### config.mk
export PLATFORM = sky130hd
export DESIGN_NAME = load_store_unit_flat
export DESIGN_NICKNAME = d
export VERILOG_FILES = /design/src/rtl/load_store_unit_if.sv /design/src/rtl/load_store_unit.sv /design/src/flat_wrapper.sv
export SDC_FILE = /design/constraint.sdc
export NUM_CORES = 1
export LEC_CHECK = 0
export CORE_ASPECT_RATIO = 1.25
export CORE_UTILIZATION = 50
export DETAILED_ROUTE_END_ITERATION = 7
export PLACE_DENSITY = 0.85
export SETUP_SLACK_MARGIN = 0.4
export SYNTH_ARGS = -nofsm -noshare
export SYNTH_HDL_FRONTEND = slang
export SYNTH_SLANG_ARGS = --single-unit
### constraint.sdc
create_clock -name clk -period 5.01 [get_ports clk]
set_clock_uncertainty 0.2 [all_clocks]
set_input_delay 1.002 -clock clk [delete_from_list [all_inputs] [get_ports clk]]
set_output_delay 1.002 -clock clk [all_outputs]
set_load 0.01 [all_outputs]
### src/rtl/load_store_unit_if.sv
// Request/response and word-memory port bundle for the load/store unit.
// The master side is the unit itself; the slave side is the pipeline plus memory.
interface load_store_unit_if #(parameter int ADDR_W = 32);
  logic              req_valid;
  logic              req_ready;
  logic [2:0]        req_op;
  logic [ADDR_W-1:0] req_addr;
  logic [31:0]       req_wdata;
  logic              resp_valid;
  logic              resp_err;
  logic [31:0]       resp_rdata;
  logic [ADDR_W-1:0] mem_addr;
  logic [31:0]       mem_wdata;
  logic              mem_read;
  logic              mem_write;
  logic [31:0]       mem_rdata;

  modport master (
    input  req_valid, req_op, req_addr, req_wdata, mem_rdata,
    output req_ready, resp_valid, resp_err, resp_rdata,
           mem_addr, mem_wdata, mem_read, mem_write
  );

  modport slave (
    output req_valid, req_op, req_addr, req_wdata, mem_rdata,
    input  req_ready, resp_valid, resp_err, resp_rdata,
           mem_addr, mem_wdata, mem_read, mem_write
  );
endinterface

### src/rtl/load_store_unit.sv
// MEM-stage load/store unit: sub-word lane select, sign/zero extension and
// read-modify-write of sub-word stores onto a word-only memory port.
module load_store_unit #(
  parameter int ADDR_W = 32
) (
  input logic               clk,
  input logic               reset,
  load_store_unit_if.master bus
);
  localparam logic [2:0] OP_LW = 3'd0, OP_LH = 3'd1, OP_LHU = 3'd2, OP_LB = 3'd3,
                         OP_LBU = 3'd4, OP_SW = 3'd5, OP_SH = 3'd6, OP_SB = 3'd7;

  typedef enum logic [2:0] {IDLE, LOAD, RMW_READ, WRITE, RESP} state_t;

  state_t      state;
  logic [2:0]  op;
  logic [1:0]  off;
  logic [15:0] wdata;

  function automatic logic misaligned(input logic [2:0] o, input logic [1:0] a);
    logic m;
    m = 1'b0;
    if (o == OP_LW || o == OP_SW) m = (a != 2'b00);
    else if (o == OP_LH || o == OP_LHU || o == OP_SH) m = a[0];
    return m;
  endfunction

  function automatic logic [31:0] extract(input logic [2:0] o, input logic [1:0] k,
                                          input logic [31:0] w);
    logic [7:0]  b;
    logic [15:0] h;
    logic [31:0] r;
    b = w[{k, 3'b000} +: 8];
    h = w[{k[1], 4'b0000} +: 16];
    case (o)
      OP_LH:   r = {{16{h[15]}}, h};
      OP_LHU:  r = {16'h0000, h};
      OP_LB:   r = {{24{b[7]}}, b};
      OP_LBU:  r = {24'h000000, b};
      default: r = w;
    endcase
    return r;
  endfunction

  // Only the addressed lane is replaced; the rest of the fetched word is kept.
  function automatic logic [31:0] merge(input logic [2:0] o, input logic [1:0] k,
                                        input logic [31:0] w, input logic [15:0] d);
    logic [31:0] m;
    m = w;
    if (o == OP_SH) m[{k[1], 4'b0000} +: 16] = d;
    else            m[{k, 3'b000} +: 8]      = d[7:0];
    return m;
  endfunction

  always_ff @(posedge clk) begin
    if (reset) begin
      state          <= IDLE;
      op             <= '0;
      off            <= '0;
      wdata          <= '0;
      bus.req_ready  <= 1'b1;
      bus.resp_valid <= 1'b0;
      bus.resp_err   <= 1'b0;
      bus.resp_rdata <= '0;
      bus.mem_read   <= 1'b0;
      bus.mem_write  <= 1'b0;
      bus.mem_addr   <= '0;
      bus.mem_wdata  <= '0;
    end else begin
      bus.resp_valid <= 1'b0;
      bus.resp_err   <= 1'b0;
      bus.mem_read   <= 1'b0;
      bus.mem_write  <= 1'b0;
      case (state)
        IDLE: if (bus.req_valid) begin
          op            <= bus.req_op;
          off           <= bus.req_addr[1:0];
          wdata         <= bus.req_wdata[15:0];
          bus.req_ready <= 1'b0;
          if (misaligned(bus.req_op, bus.req_addr[1:0])) begin
            state          <= RESP;
            bus.resp_valid <= 1'b1;
            bus.resp_err   <= 1'b1;
          end else begin
            bus.mem_addr <= {bus.req_addr[ADDR_W-1:2], 2'b00};
            if (bus.req_op <= OP_LBU) begin
              state        <= LOAD;
              bus.mem_read <= 1'b1;
            end else if (bus.req_op == OP_SW) begin
              state         <= WRITE;
              bus.mem_write <= 1'b1;
              bus.mem_wdata <= bus.req_wdata;
            end else begin
              state        <= RMW_READ;
              bus.mem_read <= 1'b1;
            end
          end
        end
        LOAD: begin
          bus.resp_rdata <= extract(op, off, bus.mem_rdata);
          bus.resp_valid <= 1'b1;
          state          <= RESP;
        end
        RMW_READ: begin
          bus.mem_wdata <= merge(op, off, bus.mem_rdata, wdata);
          bus.mem_write <= 1'b1;
          state         <= WRITE;
        end
        WRITE: begin
          bus.resp_valid <= 1'b1;
          state          <= RESP;
        end
        RESP: begin
          bus.req_ready <= 1'b1;
          state         <= IDLE;
        end
        default: state <= IDLE;
      endcase
    end
  end
endmodule

### src/flat_wrapper.sv
// flat-port wrapper written by rule: the top's interface ports become plain ports
module load_store_unit_flat 
#(
  parameter int ADDR_W = 32
)
  (clk, reset, bus_req_valid, bus_req_op, bus_req_addr, bus_req_wdata, bus_mem_rdata, bus_req_ready, bus_resp_valid, bus_resp_err, bus_resp_rdata, bus_mem_addr, bus_mem_wdata, bus_mem_read, bus_mem_write);
  load_store_unit_if #(.ADDR_W(ADDR_W)) bus_i ();
  input logic clk;
  input logic reset;
  input wire logic [$bits(bus_i.req_valid)-1:0] bus_req_valid;
  input wire logic [$bits(bus_i.req_op)-1:0] bus_req_op;
  input wire logic [$bits(bus_i.req_addr)-1:0] bus_req_addr;
  input wire logic [$bits(bus_i.req_wdata)-1:0] bus_req_wdata;
  input wire logic [$bits(bus_i.mem_rdata)-1:0] bus_mem_rdata;
  output wire logic [$bits(bus_i.req_ready)-1:0] bus_req_ready;
  output wire logic [$bits(bus_i.resp_valid)-1:0] bus_resp_valid;
  output wire logic [$bits(bus_i.resp_err)-1:0] bus_resp_err;
  output wire logic [$bits(bus_i.resp_rdata)-1:0] bus_resp_rdata;
  output wire logic [$bits(bus_i.mem_addr)-1:0] bus_mem_addr;
  output wire logic [$bits(bus_i.mem_wdata)-1:0] bus_mem_wdata;
  output wire logic [$bits(bus_i.mem_read)-1:0] bus_mem_read;
  output wire logic [$bits(bus_i.mem_write)-1:0] bus_mem_write;
  assign bus_i.req_valid = bus_req_valid;
  assign bus_i.req_op = bus_req_op;
  assign bus_i.req_addr = bus_req_addr;
  assign bus_i.req_wdata = bus_req_wdata;
  assign bus_i.mem_rdata = bus_mem_rdata;
  assign bus_req_ready = bus_i.req_ready;
  assign bus_resp_valid = bus_i.resp_valid;
  assign bus_resp_err = bus_i.resp_err;
  assign bus_resp_rdata = bus_i.resp_rdata;
  assign bus_mem_addr = bus_i.mem_addr;
  assign bus_mem_wdata = bus_i.mem_wdata;
  assign bus_mem_read = bus_i.mem_read;
  assign bus_mem_write = bus_i.mem_write;
  load_store_unit #(.ADDR_W(ADDR_W)) u_core (.clk(clk), .reset(reset), .bus(bus_i));
endmodule
Word-level counts from Yosys, hierarchy flattened. Index checks and enable logic that the tools add are counted.

Register bits after elaboration: 123. Logic and storage cells: 87.

$add $sub $neg: 2. Shift-type cells: 6. Bitwise gates (word level): 3. Reduce and logical (&&, ||, !) cells: 15. Equality and inequality tests: 17. $lt $le $gt $ge: 1. Mux-type cells: 31.

Operators with widths (count): $mux 32 (5); $pmux 32 s4 (1); $bwmux 32 (2); $pmux 32 s2 (1); $shift 16x7->32 const A (1); $shift 8x7->32 const A (1); $shiftx 16x7->32 (1); $shiftx 32x6->16 (1); $shiftx 32x6->8 (1); $shiftx 8x7->32 (1); $eq 3x2->1 const B (5); $eq 3x3->1 const B (5); $mux 1 (15); $neg 5->7 (2); $eq 3x1->1 const B (3); $mux 3 (3); $pmux 3 s3 (1); $logic_not 3->1 (2); $ne 2x2->1 const B (3); $pmux 1 s2 (3); $reduce_bool 2->1 (3); $reduce_and 5->1 (1); $reduce_and 2->1 (2); $reduce_or 2->1 (2); 6 further kinds (10).

Longest topological paths before layout. Gate-level depths: netlist of the first run.

Depth in word-level cells: 11. Depth in mapped cells: 8. Depth with buffers taken out: 6.

Least setup slack after synthesis of the first run. OpenSTA, ideal clock, no wires.

Path kind: input to register. From: input bus_mem_rdata[31]. To: register u_core.bus.resp_rdata[22]. Setup time: 134 ps. Slack: 2617 ps. Cell stages on the path: 5. Path buffers: 1. Data required time: 4676 ps. Arrival: 2059 ps. Cell sequence: mux4_2 nand2b_1 o211ai_2 buf_2 a211oi_1.

Word-level cells in the longest chain between the ends: 2. Elaborated cells on any way between the ends: 3. Classes of those cells: shift (2); mux (1).

Ends and longest elaborated chain: start, declared (line flat_wrapper.sv:14) `input wire logic [$bits(bus_i.mem_rdata)-1:0] bus_mem_rdata;`; $shiftx 32x6->8 / $shiftx 32x6->16 (equally long branches) (line load_store_unit.sv:33, load_store_unit.sv:34); $pmux 32 s4 * (line load_store_unit.sv:35) `case (o)`; end signal, assigned (line load_store_unit.sv:100) `bus.resp_rdata <= extract(op, off, bus.mem_rdata);`; end, declared (line load_store_unit_if.sv:20) `output req_ready, resp_valid, resp_err, resp_rdata,`.

Mark *: on every way between the ends. The rest lies on a longest branch, timed or not. A chain may end at the register's enable or synchronous reset.

Worst setup path in the final report of the first run.
From: input bus_req_op[0]. To: register u_core.bus.mem_wdata[14] in the netlist's numbering.

Word-level cells in the longest chain between the ends: 10. Elaborated cells on any way between the ends: 18. Classes of those cells: order compare (1); eq/ne (7); mux (5); reduce/logical (5).

Ends and longest elaborated chain: start, declared (line flat_wrapper.sv:11) `input wire logic [$bits(bus_i.req_op)-1:0] bus_req_op;`; $eq 3x1->1 / $eq 3x2->1 (equally long branches) (line load_store_unit.sv:24) `else if (o == OP_LH || o == OP_LHU || o == OP_SH) m = a[0];`; $logic_or 1x1->1 (2 in a row) (line load_store_unit.sv:24); $mux 1 (line load_store_unit.sv:24); $mux 1 (line load_store_unit.sv:23) `if (o == OP_LW || o == OP_SW) m = (a != 2'b00);`; $mux 1 (line load_store_unit.sv:75) `IDLE: if (bus.req_valid) begin`; $mux 1 (line load_store_unit.sv:74) `case (state)`; $mux 1 (line load_store_unit.sv:56) `if (reset) begin`; $ne 2x2->1 (no source line); $reduce_and 5->1 (no source line) *; end signal, assigned (line load_store_unit.sv:92) `bus.mem_wdata <= bus.req_wdata;`; end signal, assigned (line load_store_unit.sv:105) `bus.mem_wdata <= merge(op, off, bus.mem_rdata, wdata);`; end, declared (line load_store_unit_if.sv:21) `mem_addr, mem_wdata, mem_read, mem_write`.

Mark *: on every way between the ends. The rest lies on a longest branch, timed or not. The select of a mux whose other input is x is not followed.

==> reports/metrics.cfg, run 1 <==
[yosys]
ys_types=59
synth_top_area_share_pct=40.4
yosys_register_bits=123
synthArstFlopShare_pct=0
synthTopCellsByArea=dfxtp_1 40%, a21oi_1 10%, nand2_1 4.5%, o21ai_0 4.4%, nand3_1 3.8%
synth_edf_count=0
yosysMostFrequentCell=a21oi_1
syn_inst=760
synthesis.area_sq_um=6090
yosys.area.top_type=dfxtp_1
ys_top_cells_by_count=124 x a21oi_1, 123 x dfxtp_1, 73 x nand2_1
yosysWarnings=0
avgSynthCellArea_sq_um=8.01
ys.flop_type=dfxtp_1
ys_seq_area_share_pct=40.4

[worst_setup_path]
max_stage_delay_ps=650
arrival_ps=3380
required_ps=5050
path_cells=clkdlybuf4s50_1 > nor2b_1 > a41o_1 > and2_1 > a311oi_1
cp_max_fo=18
crit_type=in2reg
path_delay_family=simple AND/OR/NAND/NOR gates
cp-start-kind=primary input
crit_slowest_cell=and2_1
cp-end-kind=register
regToRegSetupSlack_ps=2180
critPathBufInv=1

[finish]
antenna_cells=0
layout.cells.non_filler=1087
drive_gt1_share_pct=6.16
areaGrowthSynthToFinish_pct=41.4
fill_cells=937
nets=1022

[detailed_routing]
final_antenna_net_count=0
routed_wl_um=20300
drtIter0Drc=516
drcViolationCount=0
routedWlPerCell_um=18.6
num_vias=6576
via_per_inst=6.05
first_pass_iters=6

[grt]
grt_max_degree=61
antenna_found_initial=0
grt_pass1_wl_um=31300
grt_pass1_vias=6249
overflow=0
grt_usage_pct=31.7

[sta]
setup_viol=0
final_max_slew_viol_count=0
tightestPinTransition_ps=1150
finalCritPeriodShare_pct=66.6
slew_headroom_pct=23.0
holdWs_ps=266
fin_crit_ps=3340
fmax_mhz=300
rsz0062_at_grt=false
tns_ps=0
hold_viol_final=0
setup_slack_ps=1670

[power]
p_per_area_nw_per_um2=338
p_leak_nw=3.00
max-vdd-ir-drop_mv=0.219

[placed_design]
portBuffers=200
dpl.hpwl_um=14200
gp_congestion=0.867
dp_slack_ps=1330
dp_cells=1056

[clock_tree]
cts_tree=done
cts_max_level=4
clockBufferDepth=2
cts_root_buf=clkbuf_16
clk_pin_slew_ps=50
clk_latency_ps=410
clock_sinks=123
cts-buffers-inserted=17
holdBufCountCts=0
ctsResizeCount=0
cts_post_setup_buffers_inserted=0

[floorplanning]
core_area_sq_um=11700
die_h_um=125
pin_count=203
die_x_um=101
initial_core_util_pct=51.9
die-area_sq_um=12600
num_rows=44

[status]
status=complete, no violations

[run]
maxCapViolCount=0

[worst_hold_path]
hold_class=reg2reg

## per-layer routing
metal | vias to the layer above | share of wire (%) | GRT usage [%]
li1 | 3086 | - | -
met1 | 3074 | 39 | 36.9
met3 | 74 | 7.6 | 8.50
met5 | - | 0 | 0
met2 | 342 | 49 | 51.4
met4 | 0 | 5.0 | 19.4
## cell type report
type | instances | area [sq um] | area share [%]
clock buffer | 22 | 464 | 5.39
clock inverter | 8 | 95.1 | 1.10
inverter | 43 | 161 | 1.87
multi-input combinational | 521 | 3150 | 36.6
sequential | 123 | 2460 | 28.6
tap | 161 | 201 | 2.34
timing repair buffer | 209 | 2070 | 24.1
## kinds of logic after synthesis
kind of cell	synth area share (%)
other cells	0.0616
fa+ha+maj	1.03
flops	40.4
xor+xnor	0.288
compound gates	30.9
mux	4.09
buf+inv	8.18
simple gates	15.0
## registers in the layout, indices dropped and copies added (netlist names)
name	count
u_core.bus.resp_err	1
u_core.op	3
u_core.bus.mem_wdata	32
u_core.bus.resp_rdata	32
u_core.bus.mem_addr	30
u_core.bus.mem_write	1
u_core.state	3
u_core.wdata	16
u_core.bus.req_ready	1
u_core.bus.resp_valid	1
u_core.off	2
u_core.bus.mem_read	1
## power by group
group / switching (mW) / internal [mW]
combinational: 0.331 / 0.290
sequential: 0.0632 / 1.05
clock: 0.427 / 0.748
total: 0.821 / 2.09
## cells in the final DEF (no fill, tap or decap), types with 2 or more instances in the layout
| cell | synthesis | final |
|---|---|---|
| nor2b_1 | 4 | 4 |
| buf_4 | 4 | 9 |
| clkbuf_8 | 0 | 2 |
| ha_1 | 5 | 5 |
| or3b_1 | 2 | 2 |
| a31oi_1 | 3 | 3 |
| nand4bb_1 | 3 | 3 |
| clkinvlp_4 | 0 | 2 |
| clkinv_2 | 0 | 4 |
| inv_1 | 43 | 43 |
| dfxtp_1 | 123 | 122 |
| conb_1 | 1 | 2 |
| nand2b_1 | 4 | 4 |
| nor2_2 | 2 | 3 |
| nor3_1 | 9 | 9 |
| o21ai_1 | 3 | 3 |
| a211oi_1 | 16 | 16 |
| mux2i_2 | 4 | 4 |
| nor2_1 | 37 | 36 |
| a221o_1 | 3 | 3 |
| mux2i_1 | 16 | 16 |
| nand3_1 | 46 | 46 |
| a221oi_1 | 25 | 24 |
| clkbuf_16 | 0 | 17 |
| clkbuf_1 | 49 | 3 |
| o21bai_1 | 3 | 3 |
| o21ai_0 | 53 | 53 |
| nand2_1 | 73 | 73 |
| clkdlybuf4s50_1 | 0 | 199 |
| nand4b_1 | 2 | 2 |
| or3_1 | 2 | 2 |
| a311oi_2 | 2 | 2 |
| a21oi_1 | 124 | 124 |
| o32ai_1 | 16 | 16 |
| a311oi_1 | 22 | 22 |
| bufinv_16 | 0 | 2 |
| o22ai_1 | 16 | 16 |
## through the flow
step	area [sq um]	utilization (%)	power, mW
floorplan	6090	-	1.45
global route	8610	73.4	3.02
finish	8610	73.4	2.91
CTS	8600	73.3	2.91
detailed placement	8040	68.5	1.74
global placement	8040	68.5	1.72
## worst min-delay path, delay by kind of cell, from the launching register on
family / cells / cell delay, ps
DFF: 1 / 310
AOI/OAI and AO/OA: 1 / 60
buffers and inverters: 1 / 50
## path summary, 6_finish.rpt
path / startpoint / to / cells past startpoint
worst max-delay path: bus_req_op[0] / u_core.bus.mem_wdata[14] / 5
worst max register to register: u_core.state[1] / u_core.bus.mem_wdata[14] / 3
worst min register to register: u_core.bus.mem_wdata[4] / u_core.bus.mem_wdata[4] / 2
worst min-delay path: u_core.bus.mem_wdata[4] / u_core.bus.mem_wdata[4] / 2
Power figures use the tool's default switching activity.
==> inputs of run 2 (changes only) <==
- CORE_UTILIZATION: 50 -> 42
- PLACE_DENSITY: 0.85 -> 0.76
- clock period: 5.01 -> 3 ns (I/O delays scaled with it)
==> reports/metrics.cfg, run 2 (synthesis gave the netlist of run 1 again) <==
[status]
status=complete, no violations

[floorplanning]
die-area_sq_um=15000  ; +19%
die_h_um=137  ; +9.0%
die_x_um=110  ; +8.9%
initial_core_util_pct=43.5  ; -8.4 points
num_rows=48  ; +9.1%
pin_count=203  ; unchanged
core_area_sq_um=14000  ; +19%

[sta]
setup_viol=0  ; unchanged
rsz0062_at_grt=false
finalCritPeriodShare_pct=81.8
tns_ps=0  ; unchanged
setup_slack_ps=547  ; -1130 ps
hold_viol_final=0  ; unchanged
fmax_mhz=408
final_max_slew_viol_count=0  ; unchanged
tightestPinTransition_ps=684  ; -471 ps
fin_crit_ps=2450
holdWs_ps=256  ; -9.88 ps
slew_headroom_pct=54.3  ; +31 points

[worst_setup_path]
cp_max_fo=11  ; -7
cp-start-kind=register
required_ps=3130  ; -1920 ps
crit_type=reg2reg
cp-end-kind=register
arrival_ps=2580  ; -800 ps
r2r_cells=6  ; +3

[finish]
layout.cells.non_filler=1117  ; +2.8%
nets=1037  ; +1.5%
fill_cells=1275  ; +36%
regArea_sq_um=2470  ; +0.10%
drive_gt1_share_pct=7.86  ; +1.7 points
finalCoreUtilization_pct=62.6  ; -11 points
areaGrowthSynthToFinish_pct=43.9
fin_area_sq_um=8770  ; +1.8%
antenna_cells=0  ; unchanged
multi_input_area_sq_um=3160  ; +0.16%
layout_common_cells=199 x clkdlybuf4s50_1, 124 x a21oi_1, 122 x dfxtp_1
top_regs=u_core.bus.mem_wdata x32, u_core.bus.resp_rdata x32, u_core.bus.mem_addr x30
layout_commonest_cell=clkdlybuf4s50_1

[run]
maxCapViolCount=0  ; unchanged

[placed_design]
dp_slack_ps=293  ; -1040 ps
dp_cells=1084  ; +2.7%
gp_congestion=0.849  ; -2.1%
dpl.hpwl_um=14100  ; -0.71%
portBuffers=200  ; unchanged
placed_area_sq_um=8170  ; +1.7%

[grt]
antenna_found_initial=0  ; unchanged
grt_max_degree=49  ; -20%
overflow=0  ; unchanged
grt_usage_pct=26.8  ; -4.9 points
grt_pass1_wl_um=30600  ; -2.1%
grt_pass1_vias=6014  ; -3.8%

[worst_hold_path]
worstHoldPathCells=2  ; unchanged
hold_class=reg2reg

[clock_tree]
cts-buffers-inserted=17  ; unchanged
clk_pin_slew_ps=50  ; about the same
cts_max_level=4  ; unchanged
clock_sinks=123  ; unchanged
holdBufCountCts=0  ; unchanged
clk_latency_ps=420  ; about the same
cts_root_buf=clkbuf_16
cts_tree=done
clockBufferDepth=2  ; unchanged

[detailed_routing]
routedWlPerCell_um=17.7  ; -4.8%
via_per_inst=5.75  ; -5.0%
num_vias=6419  ; -2.4%
routed_wl_um=19800  ; -2.2%
first_pass_iters=5  ; -1
drtIter0Drc=341  ; -34%
final_antenna_net_count=0  ; unchanged
drcViolationCount=0  ; unchanged

[power]
max-vdd-ir-drop_mv=0.474  ; +120%
p_leak_nw=3.09  ; +2.9%
p_per_area_nw_per_um2=560  ; +66%
power_mw=4.91  ; +69%

[run 2: cell count changes in the layout (fill, tap and decap cells not counted), sizes merged]
| cell | previous run | this run |
|---|---|---|
| buf | 10 | 25 |
| clkbuf | 22 | 23 |
| clkinv | 4 | 5 |
| clkinvlp | 2 | 1 |
[run 2: metal layers]
layer	vias up	track usage, %	part of all wire [%]
met5	-	0	0
met4	0	13.9	3.6
met3	46	8.62	8.2
met2	279	43.3	49
met1	2978	31.6	39
li1	3116	-	-
[run 2: final cells by class]
cell class / count / share of cell area, %
Multi-Input combinational cell: 521 / 36.0
Sequential cell: 123 / 28.1
Timing Repair Buffer: 224 / 25.0
Clock buffer: 23 / 5.45
Tap cell: 175 / 2.50
Inverter: 43 / 1.84
Clock inverter: 8 / 1.06
[run 2: worst max-delay path: stages, from the launching register on]
cell       delay, ps
dfxtp_1          540
inv_1            150
ha_1             370
nand4bb_2        400
o22ai_1          200
o21ai_0          210
a311oi_1         300
[run 2: path summary, 6_finish.rpt]
kind / start / endpoint / slack [ps]
setup / recovery: u_core.off[0] / u_core.bus.mem_wdata[31] / 550
setup reg to reg: u_core.off[0] / u_core.bus.mem_wdata[31] / 550
hold / removal: u_core.bus.mem_wdata[3] / u_core.bus.mem_wdata[3] / 260
hold reg to reg: u_core.bus.mem_wdata[3] / u_core.bus.mem_wdata[3] / 260
[run 2: power breakdown]
group	internal (mW)	switching (mW)
clock	1.27	0.725
sequential	1.76	0.0973
combinational	0.503	0.551
[run 2: repair_timing]
action                     4_1_cts  5_1_grt
setup buffers                    0        2
setup endpoints to repair        0       23
resized for setup                0        2
